`src/rtl/if_stage_if.sv`:
```
// Instruction-memory request/response bundle between the fetch stage and the
// instruction memory or cache.
`timescale 1ns/1ps
interface if_stage_if;
   logic [15:0] imemAddr;
   logic        imemRe;
   logic        imemRdy;
   logic [15:0] imemData;

   modport master (output imemAddr, output imemRe, input imemRdy, input imemData);
   modport slave  (input imemAddr, input imemRe, output imemRdy, output imemData);
endinterface

```
`src/rtl/if_stage.sv`:
```
// Instruction-fetch stage: owns the PC, fetches over a ready handshake, and
// drives the IF/ID register with stall buffering, redirect flush and halt.
`timescale 1ns/1ps
module if_stage #(
   parameter logic [15:0] RESET_PC  = 16'h0000,
   parameter logic [15:0] NOP_INSTR = 16'h0000,
   parameter logic [3:0]  HLT_OP    = 4'hF
) (
   input  logic        i_clk,
   input  logic        i_nRst,
   input  logic        i_stall,
   input  logic        i_redirect,
   input  logic [15:0] i_target,
   if_stage_if.master  imem,
   output logic [15:0] o_instr,
   output logic [15:0] o_pc,
   output logic        o_valid,
   output logic        o_fetchHlt
);

   typedef enum logic [1:0] {FETCH, KILL, HALTED} state_e;

   state_e      state_q, state_d;
   logic [15:0] pc_q, pc_d;
   logic [15:0] tgt_q, tgt_d;
   logic        pend_q, pend_d;
   logic        hb_vld_q, hb_vld_d;
   logic [15:0] hb_data_q, hb_data_d;
   logic [15:0] hb_pc_q, hb_pc_d;
   logic [15:0] instr_q, instr_d;
   logic [15:0] ifpc_q, ifpc_d;
   logic        valid_q, valid_d;

   logic        re_raw;
   logic        re;
   logic        acc;
   logic [15:0] pc_inc;
   logic        ld;
   logic [15:0] ld_instr;
   logic [15:0] ld_pc;

   // A request already in flight keeps re high even if stall rises.
   always_comb begin
      case (state_q)
         FETCH:   re_raw = pend_q || (!i_stall && !hb_vld_q);
         KILL:    re_raw = 1'b1;
         default: re_raw = 1'b0;
      endcase
   end

   assign re            = re_raw && i_nRst;
   assign acc           = re && imem.imemRdy;
   assign pc_inc        = pc_q + 16'd1;
   assign imem.imemRe   = re;
   assign imem.imemAddr = pc_q;

   always_comb begin
      state_d   = state_q;
      pc_d      = pc_q;
      tgt_d     = tgt_q;
      pend_d    = pend_q;
      hb_vld_d  = hb_vld_q;
      hb_data_d = hb_data_q;
      hb_pc_d   = hb_pc_q;
      instr_d   = instr_q;
      ifpc_d    = ifpc_q;
      valid_d   = valid_q;
      ld        = 1'b0;
      ld_instr  = hb_data_q;
      ld_pc     = hb_pc_q;

      if (i_redirect) begin
         instr_d  = NOP_INSTR;
         ifpc_d   = 16'h0000;
         valid_d  = 1'b0;
         hb_vld_d = 1'b0;
         if (re && !imem.imemRdy) begin
            // pc keeps the old address so the bus stays stable until the stale word returns
            state_d = KILL;
            tgt_d   = i_target;
            pend_d  = 1'b1;
         end else begin
            state_d = FETCH;
            pc_d    = i_target;
            pend_d  = 1'b0;
         end
      end else begin
         case (state_q)
            FETCH: begin
               pend_d = re && !imem.imemRdy;
               if (acc) begin
                  pc_d = pc_inc;
                  if (i_stall) begin
                     hb_vld_d  = 1'b1;
                     hb_data_d = imem.imemData;
                     hb_pc_d   = pc_inc;
                  end else begin
                     ld       = 1'b1;
                     ld_instr = imem.imemData;
                     ld_pc    = pc_inc;
                  end
               end else if (!i_stall && hb_vld_q) begin
                  ld       = 1'b1;
                  hb_vld_d = 1'b0;
               end
            end
            KILL: begin
               if (imem.imemRdy) begin
                  state_d = FETCH;
                  pc_d    = tgt_q;
                  pend_d  = 1'b0;
               end
            end
            default: ;
         endcase

         if (ld) begin
            instr_d = ld_instr;
            ifpc_d  = ld_pc;
            valid_d = 1'b1;
            if (ld_instr[15:12] == HLT_OP) begin
               state_d = HALTED;
            end
         end
      end
   end

   always_ff @(posedge i_clk) begin
      if (!i_nRst) begin
         state_q  <= FETCH;
         pc_q     <= RESET_PC;
         tgt_q    <= RESET_PC;
         pend_q   <= 1'b0;
         hb_vld_q <= 1'b0;
         instr_q  <= NOP_INSTR;
         ifpc_q   <= 16'h0000;
         valid_q  <= 1'b0;
      end else begin
         state_q  <= state_d;
         pc_q     <= pc_d;
         tgt_q    <= tgt_d;
         pend_q   <= pend_d;
         hb_vld_q <= hb_vld_d;
         instr_q  <= instr_d;
         ifpc_q   <= ifpc_d;
         valid_q  <= valid_d;
      end
   end

   always_ff @(posedge i_clk) begin
      hb_data_q <= hb_data_d;
      hb_pc_q   <= hb_pc_d;
   end

   assign o_instr    = instr_q;
   assign o_pc       = ifpc_q;
   assign o_valid    = valid_q;
   assign o_fetchHlt = (state_q == HALTED);

endmodule
```
`src/flat_wrapper.sv`:
```
// flat-port wrapper written by rule: the top's interface ports become plain ports
module if_stage_flat 
#(
   parameter logic [15:0] RESET_PC  = 16'h0000,
   parameter logic [15:0] NOP_INSTR = 16'h0000,
   parameter logic [3:0]  HLT_OP    = 4'hF
)
  (i_clk, i_nRst, i_stall, i_redirect, i_target, o_instr, o_pc, o_valid, o_fetchHlt, imem_imemAddr, imem_imemRe, imem_imemRdy, imem_imemData);
  if_stage_if imem_i ();
  input  logic i_clk;
  input  logic i_nRst;
  input  logic i_stall;
  input  logic i_redirect;
  input  logic [15:0] i_target;
  output logic [15:0] o_instr;
  output logic [15:0] o_pc;
  output logic o_valid;
  output logic o_fetchHlt;
  output wire logic [$bits(imem_i.imemAddr)-1:0] imem_imemAddr;
  output wire logic [$bits(imem_i.imemRe)-1:0] imem_imemRe;
  input wire logic [$bits(imem_i.imemRdy)-1:0] imem_imemRdy;
  input wire logic [$bits(imem_i.imemData)-1:0] imem_imemData;
  assign imem_imemAddr = imem_i.imemAddr;
  assign imem_imemRe = imem_i.imemRe;
  assign imem_i.imemRdy = imem_imemRdy;
  assign imem_i.imemData = imem_imemData;
  if_stage #(.RESET_PC(RESET_PC), .NOP_INSTR(NOP_INSTR), .HLT_OP(HLT_OP)) u_core (.i_clk(i_clk), .i_nRst(i_nRst), .i_stall(i_stall), .i_redirect(i_redirect), .i_target(i_target), .imem(imem_i), .o_instr(o_instr), .o_pc(o_pc), .o_valid(o_valid), .o_fetchHlt(o_fetchHlt));
endmodule
```
`config.mk`:
```
export PLATFORM = sky130hd
export DESIGN_NAME = if_stage_flat
export DESIGN_NICKNAME = d
export VERILOG_FILES = /design/src/rtl/if_stage_if.sv /design/src/rtl/if_stage.sv /design/src/flat_wrapper.sv
export SDC_FILE = /design/constraint.sdc
export NUM_CORES = 1
export LEC_CHECK = 0
export ABC_AREA = 1
export CORE_MARGIN = 2
export CORE_UTILIZATION = 47
export CTS_CLUSTER_SIZE = 10
export DETAILED_ROUTE_END_ITERATION = 16
export GPL_TIMING_DRIVEN = 0
export PLACE_DENSITY_LB_ADDON = 0.05
export SYNTH_ARGS = -nofsm -noshare
export SYNTH_HDL_FRONTEND = slang
export SYNTH_SLANG_ARGS = --single-unit
```
`constraint.sdc`:
```
create_clock -name i_clk -period 4 [get_ports i_clk]
set_input_delay 0.6 -clock i_clk [delete_from_list [all_inputs] [get_ports i_clk]]
set_output_delay 0.6 -clock i_clk [all_outputs]
set_load 0.02 [all_outputs]
```
## Word-level counts from Yosys, hierarchy flattened

Cells that the tools add are included.

| word-level totals | value |
|---|---|
| input port bits | 37 |
| word-level logic and storage cells | 69 |
| output and inout bits | 51 |
| flip-flop bits (word level) | 101 |

| cells by class | value |
|---|---|
| reduce and logical (&&, ||, !) cells | 18 |
| add/sub/neg operators | 1 |
| bitwise logic cells | 2 |
| eq/ne operators | 7 |
| muxes and demuxes | 31 |

Operators by type and width:

| operator | number |
|---|---|
| $mux 16 | 11 |
| $pmux 16 s2 | 1 |
| $add 16x1->16 const B | 1 |
| $mux 1 | 12 |
| $mux 2 | 5 |
| $reduce_and 4->1 | 2 |
| $logic_and 1x1->1 | 5 |
| $eq 4x4->1 const B | 1 |
| $ne 2x2->1 const B | 2 |
| $pmux 1 s2 | 2 |
| $reduce_and 2->1 | 2 |
| $logic_not 1->1 | 3 |
| $ne 3x2->1 const B | 1 |
| $ne 3x3->1 const B | 1 |
| $reduce_and 3->1 | 1 |
| $reduce_bool 3->1 | 1 |
| $eq 2x1->1 const B | 1 |
| $eq 2x2->1 const B | 1 |
| $logic_not 2->1 | 1 |
| $not 1->1 | 2 |
| $reduce_bool 2->1 | 1 |
| $reduce_or 2->1 | 1 |
| $logic_or 1x1->1 | 1 |

## Depth between registers and ports, before layout

| depth | value |
|---|---|
| depth after elaboration | 13 |
| mapped depth | 13 |

## Worst setup path after synthesis

No wires, ideal clock.

| timing | value |
|---|---|
| path type | input to register |
| start | in i_nRst |
| end | reg u_core.hb_data_q[0], enable pin |
| buffers on the path | 0 |
| arrival | 3321 ps |
| data required time | 3539 ps |
| stages | 6 |
| path slack | 218 ps |
| library setup time | 461 ps |
| cells stage by stage | inv_2 nor2_2 nand2_2 inv_2 nand3_2 nor3_1 |

| on the way | value |
|---|---|
| cells in the longest elaborated chain, start to end | 3 |

Ends and longest elaborated chain:

| what | line | source |
|---|---|---|
| from (decl) | flat_wrapper.sv:11 | `input logic i_nRst;` |
| $logic_and 1x1->1 | if_stage.sv:51 | `assign re = re_raw && i_nRst;` |
| net imem_imemRe | flat_wrapper.sv:20 | `output wire logic [$bits(imem_i.imemRe)-1:0] imem_imemRe;` |
| $logic_and 1x1->1 | if_stage.sv:52 | `assign acc = re && imem.imemRdy;` |
| $reduce_and 4->1 (no line) | n/a |  |
| to (signal assigned) | if_stage.sv:151 | `hb_data_q <= hb_data_d;` |
| to (decl) | if_stage.sv:28 | `logic [15:0] hb_data_q, hb_data_d;` |

The timed path passes the listed nets, and every way through them passes these cells.
A chain may end at the register's enable or synchronous reset.

## Worst setup path in the final report

| timing | value |
|---|---|
| start | in i_nRst |
| end | out imem_imemRe |

| on the way | value |
|---|---|
| cells in the longest elaborated chain, start to end | 1 |

Ends and longest elaborated chain:

| what | line |
|---|---|
| $logic_and 1x1->1 | if_stage.sv:51 |
| to (decl) | flat_wrapper.sv:20 |

Every way passes these cells.

==> results by group <==
Floorplanning
  • Die Wd: 105 µm
  • Die area: 11000 µm²
  • Die height: 105 µm
  • IO Count: 88
  • Row cnt: 36
  • Initial Util: 0.486
  • Core Area: 9860 µm²

GRT
  • First-pass GRT wire length: 19700 µm
  • Largest net degree at the start of global routing: 19
  • Vias in the first global route: 3978
  • Congestion Overflow GR: 0
  • Total GRT Usage: 0.223
  • Initial antenna violation count: 0

Finish
  • Final Cell Area: 6050 µm²
  • N_diodes: 0
  • Fill count: 907
  • Commonest non-fill, non-tap cells in the layout: nand2_1 (124), clkdlybuf4s50_1 (87), dfxtp_1 (69)
  • Commonest non-fill, non-tap cell in the layout: nand2_1
  • Nets: 695
  • Area grow syn2layout: 26.2%
  • Share of layout cells above drive strength 1: 0.165

Pwr
  • Clock network power share: 0.300
  • Max IR drop VDD: 0.188 mV
  • Net Sw Frac: 0.289
  • Tot Pwr: 0.00210 W
  • Combinational cell fraction of total power: 0.161
  • PwrDens: 346 nW/µm²
  • Net switching power: 0.000605 W
  • Seq pwr share: 0.539
  • Leak Pwr: 2.38 nW
  • Internal power: 0.00149 W

Clock network
  • TritonCTS Buffers: 9
  • Clock Path Buffers: 2
  • Clock transition at the registers of the reported paths: 0.10 ns
  • CTS Sinks: 101
  • Clk root buf: clkbuf_8
  • Hold-fix buffers, CTS: 0
  • CTS resizes: 0
  • Buffer count from post-CTS setup fixing: 0
  • CTS tree: built
  • Htree depth: 3
  • Later-pin clock latency in the skew report: 0.37 ns

Critical path
  • R2R setup slack: 1.91 ns
  • RR Startpoint: u_core.state_q[1]$_SDFF_PP0_
  • Worst reg2reg path endpoint: u_core.hb_pc_q[9]$_DFFE_PP_
  • Worst setup startpoint: i_nRst
  • Startpoint Class: input pin
  • Critical path type: input pin to output pin
  • CP Max Fanout: 8
  • Reg2Reg Depth: 4
  • CP required: 3.40 ns
  • Worst setup EP type: output pin
  • Arrival @ worst endpoint: 2.13 ns

Route
  • Drc violations: 0
  • DRT Pass-1 Iters: 5
  • Antenna-violating nets left: 0
  • Iter 0 DRT Violations: 148
  • Avg WL per Cell: 15.0 µm
  • Vias per cell: 5.16
  • Via count: 4100
  • Routed wire length: 11900 µm

Logic synthesis
  • Synth cell types: 37
  • Synth top area share: 0.288
  • Synth Register Bits: 101
  • Top cells by area, synth: dfxtp_1 (29%), edfxtp_1 (20%), nand2_1 (9.7%), o211ai_2 (6.0%), a21oi_1 (5.5%)
  • Post-Syn Area: 4800 µm²
  • Syn. warnings: 0
  • Syn_nets: 595
  • Sequential share of the synthesized area: 0.488
  • Post-synthesis area per instance: 8.61 µm²
  • Async SR Flop Fraction: 0
  • Gate Count Post-Synth: 557
  • Ys flop type: dfxtp_1
  • EDFF count, synth: 32
  • Post-synth top area cell: dfxtp_1

Timing
  • Fmax: 366 MHz
  • RSZ-0062 raised after global routing: false
  • Fin crit share: 0.683
  • Slew headroom: 0.428
  • Fin crit period: 2.73 ns
  • Fin Setup TNS: 0 ns
  • # setup viols final: 0
  • Skew final: 0.00904 ns
  • Worst Tran Pin Value: 0.853 ns
  • Final hold vios: 0
  • Max-slew violations: 0

Min path
  • Hold endpoint: u_core.tgt_q[14]$_SDFFE_PN0P_
  • Min-Delay Startpoint: u_core.tgt_q[14]$_SDFFE_PN0P_
  • WHS Path Cells: 2
  • Hold/Removal Path Class: register to register

Place
  • Port Buffers: 87
  • Placed cell areas: 5860 µm²
  • Final HPWL DP: 9060 µm
  • Final Wtd Congestion: 0.896

Status
  • Status: finished clean

Flow run
  • Max cap viols: 0
-- power groups by stage --
stage	Clock, W	Sequential [W]	Combinational (W)
final	0.000628	0.00113	0.000337
after global routing	0.000679	0.00114	0.000368
after CTS	0.000644	0.00113	0.000338
after detailed placement	0	0.00115	0.000336
after global placement	0	0.00115	0.000329
after floorplan	0	0.00117	0.000162
-- synth_stat cells, drive strengths merged (2+ instances only) --
master / n
nand2: 127
dfxtp: 69
inv: 69
a21oi: 53
o21ai: 40
nand3: 38
nor2: 33
edfxtp: 32
o211ai: 30
buf: 20
clkbuf: 9
nand4: 8
xor2: 8
a211oi: 4
or2: 4
nor3: 3
o21bai: 3
a31oi: 2
o21a: 2
-- layer usage --
metal  vias to the layer above  track usage  routed length [µm]
met4                         0       0.0648                 183
met3                        15       0.0480                 686
met5                         -            0                   0
li1                       2054            -                   -
met1                      1895        0.290                5370
met2                       136        0.374                5650
-- flip-flops by register name, summed over array words and instances, names as in the netlist --
name,count
u_core.hb_pc_q,16
u_core.o_valid,1
u_core.imem.imemAddr,16
u_core.o_pc,16
u_core.o_instr,16
u_core.hb_vld_q,1
u_core.hb_data_q,16
u_core.tgt_q,16
u_core.pend_q,1
u_core.state_q,2
-- per-stage QoR --
step	util	hold WS (ns)	std cells	setup WS [ns]
finish	0.614	0.460	795	1.27
global placement	0.592	0.438	777	-1.49
global route	0.614	0.488	795	1.21
CTS	0.614	0.461	795	1.27
detailed placement	0.594	0.448	779	1.00
floorplan	-	0.425	557	0.218
-- final cells by class --
| type | count | area [µm²] | area share |
|---|---|---|---|
| tap | 133 | 166 | 0.0275 |
| inverter | 69 | 262 | 0.0432 |
| buffer | 29 | 199 | 0.0329 |
| timing repair buffer | 89 | 893 | 0.148 |
| clock inverter | 6 | 53.8 | 0.00889 |
| sequential | 101 | 2340 | 0.387 |
| clock buffer | 10 | 138 | 0.0227 |
| multi-input combinational | 358 | 2000 | 0.330 |
-- cells by family after synthesis --
group | synth area share
compound gates | 0.187
flops | 0.488
simple gates | 0.210
xor+xnor | 0.0164
fa+ha+maj | 0.00261
buf+inv | 0.0960
-- worst max path at each step --
stage,end,cells past startpoint,slack [ns]
final,imem_imemRe,6,1.27
after global routing,imem_imemRe,6,1.21
after CTS,imem_imemRe,6,1.27
after detailed placement,u_core.hb_pc_q[9]$_DFFE_PP_,5,1.00
after global placement,u_core.hb_data_q[2]$_DFFE_PP_,4,-1.49
after floorplan,u_core.hb_data_q[0]$_DFFE_PP_,6,0.22
-- worst max-delay path, stage by stage --
cell	delay, ns
clkdlybuf4s50_1	0.48
inv_2	0.11
nor2_2	0.17
nand2_2	0.09
inv_2	0.08
clkdlybuf4s50_1	0.59
No activity file was read; power rests on OpenSTA's default activity.
